`src/rtl/flash_spi_pkg.sv`:
```
// Shared opcodes, address width and FSM state encoding for the SPI flash responder.
package flash_spi_pkg;

  localparam int ADDR_W = 24;

  localparam logic [7:0] CMD_READ = 8'h03;
  localparam logic [7:0] CMD_RDID = 8'h9F;

  typedef enum logic [2:0] {
    IDLE,
    CMD,
    ADDR,
    READ,
    RDID,
    IGNORE
  } state_t;

endpackage

```
`src/rtl/spi_sync_edge.sv`:
```
// Two-flop synchronizer for an asynchronous pin, with single-cycle rise/fall pulses
// derived from the synchronized level.
module spi_sync_edge #(
  parameter logic RST_VAL = 1'b0
) (
  input  logic clk,
  input  logic reset,
  input  logic i_async,
  output logic o_sync,
  output logic o_rise,
  output logic o_fall
);

  logic r_meta;
  logic r_sync;
  logic r_prev;

  // NOTE: sequential state always uses non-blocking assignments so every flop
  // samples the pre-edge value of its neighbours.
  always_ff @(posedge clk) begin
    if (reset) begin
      r_meta <= RST_VAL;
      r_sync <= RST_VAL;
      r_prev <= RST_VAL;
    end else begin
      r_meta <= i_async;
      r_sync <= r_meta;
      r_prev <= r_sync;
    end
  end

  assign o_sync = r_sync;
  assign o_rise = r_sync & ~r_prev;
  assign o_fall = ~r_sync & r_prev;

endmodule

```
`src/rtl/spi_flash_responder.sv`:
```
// SPI mode-3 responder emulating a serial NOR flash: READ (0x03) streams bytes from a
// memory read port with one-byte prefetch, RDID (0x9F) returns a fixed JEDEC ID.
module spi_flash_responder
  import flash_spi_pkg::*;
#(
  parameter logic [ADDR_W-1:0] JEDEC_ID  = 24'hEF4016,
  parameter logic [ADDR_W-1:0] ADDR_MASK = 24'hFFFFFF
) (
  input  logic              clk,
  input  logic              reset,
  input  logic              spi_cs,
  input  logic              spi_sclk,
  input  logic              spi_mosi,
  output logic              spi_miso,
  output logic              spi_miso_oe,
  output logic              mem_valid,
  input  logic              mem_ready,
  output logic [ADDR_W-1:0] mem_addr,
  input  logic [7:0]        mem_rdata,
  output logic              busy,
  output logic              underrun
);

  logic w_cs_sync;
  logic w_cs_rise;
  logic w_cs_fall;
  logic w_sclk_sync_unused;
  logic w_sclk_rise;
  logic w_sclk_fall;

  spi_sync_edge #(.RST_VAL(1'b1)) u_cs_sync (
    .clk    (clk),
    .reset  (reset),
    .i_async(spi_cs),
    .o_sync (w_cs_sync),
    .o_rise (w_cs_rise),
    .o_fall (w_cs_fall)
  );

  spi_sync_edge #(.RST_VAL(1'b1)) u_sclk_sync (
    .clk    (clk),
    .reset  (reset),
    .i_async(spi_sclk),
    .o_sync (w_sclk_sync_unused),
    .o_rise (w_sclk_rise),
    .o_fall (w_sclk_fall)
  );

  // MOSI runs through the same two-flop depth as SCLK so a detected rise sees the
  // data bit that was stable around that rise.
  logic r_mosi_meta;
  logic r_mosi_sync;

  always_ff @(posedge clk) begin
    if (reset) begin
      r_mosi_meta <= 1'b0;
      r_mosi_sync <= 1'b0;
    end else begin
      r_mosi_meta <= spi_mosi;
      r_mosi_sync <= r_mosi_meta;
    end
  end

  state_t            r_state;
  logic [2:0]        r_bit_cnt;
  logic [1:0]        r_byte_idx;
  logic [7:0]        r_rx_shift;
  logic [7:0]        r_tx_shift;
  logic [ADDR_W-1:0] r_addr;
  logic              r_oe;
  logic              r_mem_valid;
  logic [ADDR_W-1:0] r_mem_addr;
  logic [7:0]        r_buf;
  logic              r_buf_valid;
  logic              r_stale;
  logic              r_underrun;
  logic [1:0]        r_settle;
  logic              r_armed;

  logic [7:0]        w_rx_next;
  logic [ADDR_W-1:0] w_addr_next;
  logic [ADDR_W-1:0] w_addr_inc;
  logic              w_load;
  logic              w_have;
  logic [7:0]        w_have_byte;
  logic [7:0]        w_id_byte;

  assign w_rx_next   = {r_rx_shift[6:0], r_mosi_sync};
  assign w_addr_next = {r_addr[ADDR_W-2:0], r_mosi_sync};
  assign w_addr_inc  = r_addr + 24'd1;
  // A new byte enters the shifter on the fall that follows each completed group of 8 rises.
  assign w_load      = w_sclk_fall && (r_bit_cnt == 3'd0);
  // A fetch completing in the very cycle of a load is forwarded straight to the shifter.
  assign w_have      = r_buf_valid || (r_mem_valid && mem_ready && !r_stale);
  assign w_have_byte = r_buf_valid ? r_buf : mem_rdata;

  always_comb begin
    w_id_byte = 8'hFF;
    case (r_byte_idx)
      2'd0:    w_id_byte = JEDEC_ID[23:16];
      2'd1:    w_id_byte = JEDEC_ID[15:8];
      2'd2:    w_id_byte = JEDEC_ID[7:0];
      default: w_id_byte = 8'hFF;
    endcase
  end

  always_ff @(posedge clk) begin
    if (reset) begin
      // NOTE: the fetch buffer and shifters are reset with the control state so a
      // reset mid-transfer leaves nothing stale behind.
      r_state     <= IDLE;
      r_bit_cnt   <= 3'd0;
      r_byte_idx  <= 2'd0;
      r_rx_shift  <= 8'h00;
      r_tx_shift  <= 8'hFF;
      r_addr      <= '0;
      r_oe        <= 1'b0;
      r_mem_valid <= 1'b0;
      r_mem_addr  <= '0;
      r_buf       <= 8'h00;
      r_buf_valid <= 1'b0;
      r_stale     <= 1'b0;
      r_underrun  <= 1'b0;
      r_settle    <= 2'b00;
      r_armed     <= 1'b0;
    end else begin
      r_underrun <= 1'b0;
      r_settle   <= {r_settle[0], 1'b1};
      // Only a CS fall seen after a genuinely high CS starts a transaction.
      if (r_settle[1] && w_cs_sync) r_armed <= 1'b1;

      if (r_state != IDLE && w_cs_rise) begin
        r_state     <= IDLE;
        r_bit_cnt   <= 3'd0;
        r_oe        <= 1'b0;
        r_tx_shift  <= 8'hFF;
        r_mem_valid <= 1'b0;
        r_buf_valid <= 1'b0;
        r_stale     <= 1'b0;
      end else begin
        case (r_state)
          IDLE: begin
            if (w_cs_fall && r_armed) begin
              r_state   <= CMD;
              r_bit_cnt <= 3'd0;
            end
          end

          CMD: begin
            if (w_sclk_rise) begin
              r_rx_shift <= w_rx_next;
              r_bit_cnt  <= r_bit_cnt + 3'd1;
              if (r_bit_cnt == 3'd7) begin
                r_byte_idx <= 2'd0;
                case (w_rx_next)
                  CMD_READ: r_state <= ADDR;
                  CMD_RDID: r_state <= RDID;
                  default:  r_state <= IGNORE;
                endcase
              end
            end
          end

          ADDR: begin
            if (w_sclk_rise) begin
              r_addr    <= w_addr_next;
              r_bit_cnt <= r_bit_cnt + 3'd1;
              if (r_bit_cnt == 3'd7) begin
                r_byte_idx <= r_byte_idx + 2'd1;
                if (r_byte_idx == 2'd2) begin
                  r_state     <= READ;
                  r_mem_valid <= 1'b1;
                  r_mem_addr  <= w_addr_next & ADDR_MASK;
                  r_buf_valid <= 1'b0;
                  r_stale     <= 1'b0;
                end
              end
            end
          end

          // r_addr holds the address of the next byte to enter the shifter.
          READ: begin
            if (w_sclk_rise) r_bit_cnt <= r_bit_cnt + 3'd1;
            if (w_load) begin
              r_oe        <= 1'b1;
              r_addr      <= w_addr_inc;
              r_buf_valid <= 1'b0;
              if (w_have) begin
                r_tx_shift  <= w_have_byte;
                r_mem_valid <= 1'b1;
                r_mem_addr  <= w_addr_inc & ADDR_MASK;
              end else begin
                r_tx_shift <= 8'hFF;
                r_underrun <= 1'b1;
                if (r_mem_valid && !mem_ready) begin
                  // The late fetch must still complete; its data will be dropped.
                  r_stale <= 1'b1;
                end else begin
                  r_stale     <= 1'b0;
                  r_mem_valid <= 1'b1;
                  r_mem_addr  <= w_addr_inc & ADDR_MASK;
                end
              end
            end else begin
              if (w_sclk_fall) r_tx_shift <= {r_tx_shift[6:0], 1'b1};
              if (r_mem_valid && mem_ready) begin
                if (r_stale) begin
                  r_stale    <= 1'b0;
                  r_mem_addr <= r_addr & ADDR_MASK;
                end else begin
                  r_mem_valid <= 1'b0;
                  r_buf       <= mem_rdata;
                  r_buf_valid <= 1'b1;
                end
              end
            end
          end

          RDID: begin
            if (w_sclk_rise) r_bit_cnt <= r_bit_cnt + 3'd1;
            if (w_load) begin
              r_oe       <= 1'b1;
              r_tx_shift <= w_id_byte;
              if (r_byte_idx != 2'd3) r_byte_idx <= r_byte_idx + 2'd1;
            end else if (w_sclk_fall) begin
              r_tx_shift <= {r_tx_shift[6:0], 1'b1};
            end
          end

          IGNORE: ;

          default: r_state <= IDLE;
        endcase
      end
    end
  end

  // The shifter holds 0xFF whenever the output is disabled, so MISO idles high.
  assign spi_miso    = r_tx_shift[7];
  assign spi_miso_oe = r_oe;
  assign mem_valid   = r_mem_valid;
  assign mem_addr    = r_mem_addr;
  assign busy        = ~w_cs_sync;
  assign underrun    = r_underrun;

endmodule

```
`config.mk`:
```
export PLATFORM = sky130hd
export DESIGN_NAME = spi_flash_responder
export DESIGN_NICKNAME = d
export VERILOG_FILES = /design/src/rtl/flash_spi_pkg.sv /design/src/rtl/spi_sync_edge.sv /design/src/rtl/spi_flash_responder.sv
export SDC_FILE = /design/constraint.sdc
export NUM_CORES = 1
export LEC_CHECK = 0
export BUFFER_PORTS_ARGS = -buffer_cell sky130_fd_sc_hd__buf_2
export CAP_MARGIN = 20
export CORE_ASPECT_RATIO = 1.5
export CORE_MARGIN = 1.5
export CORE_UTILIZATION = 40
export DETAILED_ROUTE_END_ITERATION = 8
export SYNTH_ARGS = -nofsm -noshare
export SYNTH_HDL_FRONTEND = slang
export SYNTH_SLANG_ARGS = --single-unit
```
`constraint.sdc`:
```
create_clock -name clk -period 5.4 [get_ports clk]
set_input_delay 1.08 -clock clk [delete_from_list [all_inputs] [get_ports clk]]
set_output_delay 1.08 -clock clk [all_outputs]
set_load 0.1 [all_outputs]
```
==> results.tsv <==
stage	metric	value	unit
critical_path	worst path arrival time	3.08	ns
detailed_routing	DRT iter0 DRCs	310	
sta	max frequency	348	MHz
clock_tree	Clock transition at path regs	0.07	ns
detailed_routing	TritonRoute pass-1 iters	6	
critical_path	Critical Path Sink Type	register	
sta	unrepaired setup endpoints after global routing	no	
sta	Final setup violation count	0	
floorplanning	die area	0.0142	sq mm
clock_tree	Sink Count	95	
floorplanning	Die X	97.9	um
min_path	HP Class	register to register	
layout	area grow syn2layout	9.35	%
layout	nets	695	
sta	Final Slew Violations	0	
placed_design	PortBufs	42	
sta	actual slew at the worst max-slew pin	1.07	ns
floorplanning	row cnt	51	
layout	filler instances	1315	
clock_tree	CTS tree	built	
detailed_routing	routed wire length per instance	17.7	um
grt	vias in the first global route	4906	
run_status	run status	complete, no violations	
power	worst vdd ir	118	uV
critical_path	worst-path fanout max	19	
job	maxcap violations	0	
clock_tree	H-tree depth	3	
clock_tree	clk root buf	clkbuf_16	
grt	first-pass GRT wire length	24500	um
sta	Tcrit/Tclk final	0.532	
clock_tree	hold-fix buffer count after cts	0	
clock_tree	CTS Buf Count	9	
grt	initial antenna violation count	0	
power	LEAKAGE	2.18	nW
layout	commonest non-fill, non-tap cell in the layout	dfxtp_1	
sta	Worst slew margin	0.281	
layout	Final Instance Count excl. Fillers	836	
yosys	mapped cell area	0.00541	sq mm
yosys	Most used DFF post-synth	dfxtp_1	
yosys	#FFs+latches synth	95	
yosys	warnings from Yosys	0	
clock_tree	Clock Latency Late Sink	0.34	ns
sta	min Tclk post-route	2.87	ns
clock_tree	Clock Path Buffers	2	
yosys	Seq/Total Area, Yosys	0.352	
detailed_routing	WL final	14800	um
placed_design	GP Congestion	0.835	
yosys	post-synthesis cell type count	70	
power	Pwr Density	245	mW/mm^2
yosys	ys async rst share	0	
critical_path	crit path kind	register to register	
critical_path	R2R depth	7	
sta	Final Hold Fails	0	
placed_design	dpl cells	819	
min_path	hold path cells	1	
sta	TNS Setup	0	ns
floorplanning	Initial Utilization	0.413	
detailed_routing	detailed-route via count	5113	
sta	skew final	0.00825	ns
detailed_routing	DRC Markers	0	
grt	largest net degree at the start of global routing	68	
clock_tree	post-CTS resize count	0	
layout	layout cell share with drive strength beyond 1	0.123	
layout	cell area after layout	0.00591	sq mm
placed_design	Post-DP HPWL	10100	um
floorplanning	Core Region	0.0131	sq mm
floorplanning	Die Height	145	um
yosys	Post-Syn Nets	701	
clock_tree	setup bufs post-CTS	0	
critical_path	Worst setup SP type	register	
detailed_routing	Vias per Instance	6.12	
layout	# diodes	0	
yosys	Cells after Synth	678	
detailed_routing	Final ANT Viol Nets	0	
sta	worst hold slack	0.412	ns
layout	most frequent cells in the layout	dfxtp_1 (95), nor2_1 (63), nand2_1 (57)	
floorplanning	Ports	43	
placed_design	placed cell area	0.00557	sq mm
yosys	Post-synth EDFFs	0	
yosys	Post-Syn Area per Cell	7.97	sq um
grt	GR Overflow Total	0	
grt	Tot GR Track Use	0.208	
critical_path	Worst Path Required	5.60	ns
[worst paths after layout]
check | startpoint | end | slack (ns)
max | r_bit_cnt[0] | r_addr[0] | 2.53
min reg2reg | u_cs_sync.r_meta | u_cs_sync.o_sync | 0.41
min | u_cs_sync.r_meta | u_cs_sync.o_sync | 0.41
max reg2reg | r_bit_cnt[0] | r_addr[0] | 2.53
[critical path: stages, from the launching register on]
cell      delay [ns]
dfxtp_1         0.34
inv_1           0.07
ha_1            0.22
and4bb_1        0.76
a21o_1          0.38
nand2_1         0.47
a221oi_1        0.43
nor2_1          0.06
[registers in the layout (all words and copies together) (netlist names), 2 cells and up]
name / cells
mem_addr: 24
r_buf: 8
r_rx_shift: 7
r_settle: 2
r_bit_cnt: 3
r_byte_idx: 2
r_state: 3
r_tx_shift: 8
r_addr: 24
[metal layers]
layer	global-route usage	routed length (um)	up-vias	part of all wire
li1	-	-	2487	-
met1	0.240	6140	2475	0.41
met2	0.382	7880	127	0.53
met3	0.0279	444	24	0.030
met4	0.0800	336	0	0.023
met5	0	0	-	0
[synthesized netlist by cell type, drive strengths merged (7+ instances only)]
| master | instances | area, sq um |
|---|---|---|
| dfxtp | 95 | 1900 |
| nor2 | 64 | 248 |
| nand2 | 57 | 214 |
| a21oi | 49 | 249 |
| o21ai | 49 | 245 |
| clkbuf | 38 | 143 |
| nor3 | 30 | 155 |
| buf | 28 | 151 |
| nand3 | 28 | 140 |
| mux2i | 26 | 260 |
| nand4 | 13 | 81.3 |
| a211oi | 11 | 82.6 |
| inv | 11 | 41.3 |
| a31oi | 9 | 56.3 |
| ha | 9 | 113 |
| nor4 | 9 | 83.8 |
| o211ai | 9 | 67.6 |
| a21o | 8 | 60.1 |
| a221oi | 7 | 61.3 |
| or2 | 7 | 43.8 |
| or3 | 7 | 43.8 |
[layout make-up]
type / instances / area (sq um) / share of cell area
clock inverters: 3 / 65.1 / 0.0110
well taps: 159 / 199 / 0.0337
multi-input cells: 506 / 3170 / 0.537
clock buffers: 13 / 260 / 0.0440
flip-flops and latches: 95 / 1900 / 0.322
inverters: 11 / 41.3 / 0.00699
repair buffers: 49 / 270 / 0.0457
[report_power, final]
group | switching (W) | total, W | internal, W
sequential | 0.00000315 | 0.000707 | 0.000704
clock | 0.000271 | 0.000702 | 0.000431
combinational | 0.0000275 | 0.0000388 | 0.0000112
total | 0.000302 | 0.00145 | 0.00115
[cell families after synthesis]
logic type | Yosys count | synth area share
compound gates | 203 | 0.251
xor+xnor | 10 | 0.0162
fa+ha+maj | 9 | 0.0208
buf+inv | 77 | 0.0620
flops | 95 | 0.352
mux | 26 | 0.0481
simple gates | 258 | 0.250
[metrics by stage]
stage | power, W | util | setup slack [ns]
floorplan | 0.000748 | - | 3.07
global placement | 0.000762 | 0.426 | 2.44
detailed placement | 0.000762 | 0.426 | 2.36
CTS | 0.00146 | 0.451 | 2.43
global route | 0.00149 | 0.452 | 2.33
finish | 0.00145 | 0.452 | 2.53
Note: power is estimated with default switching activity, not from simulation.
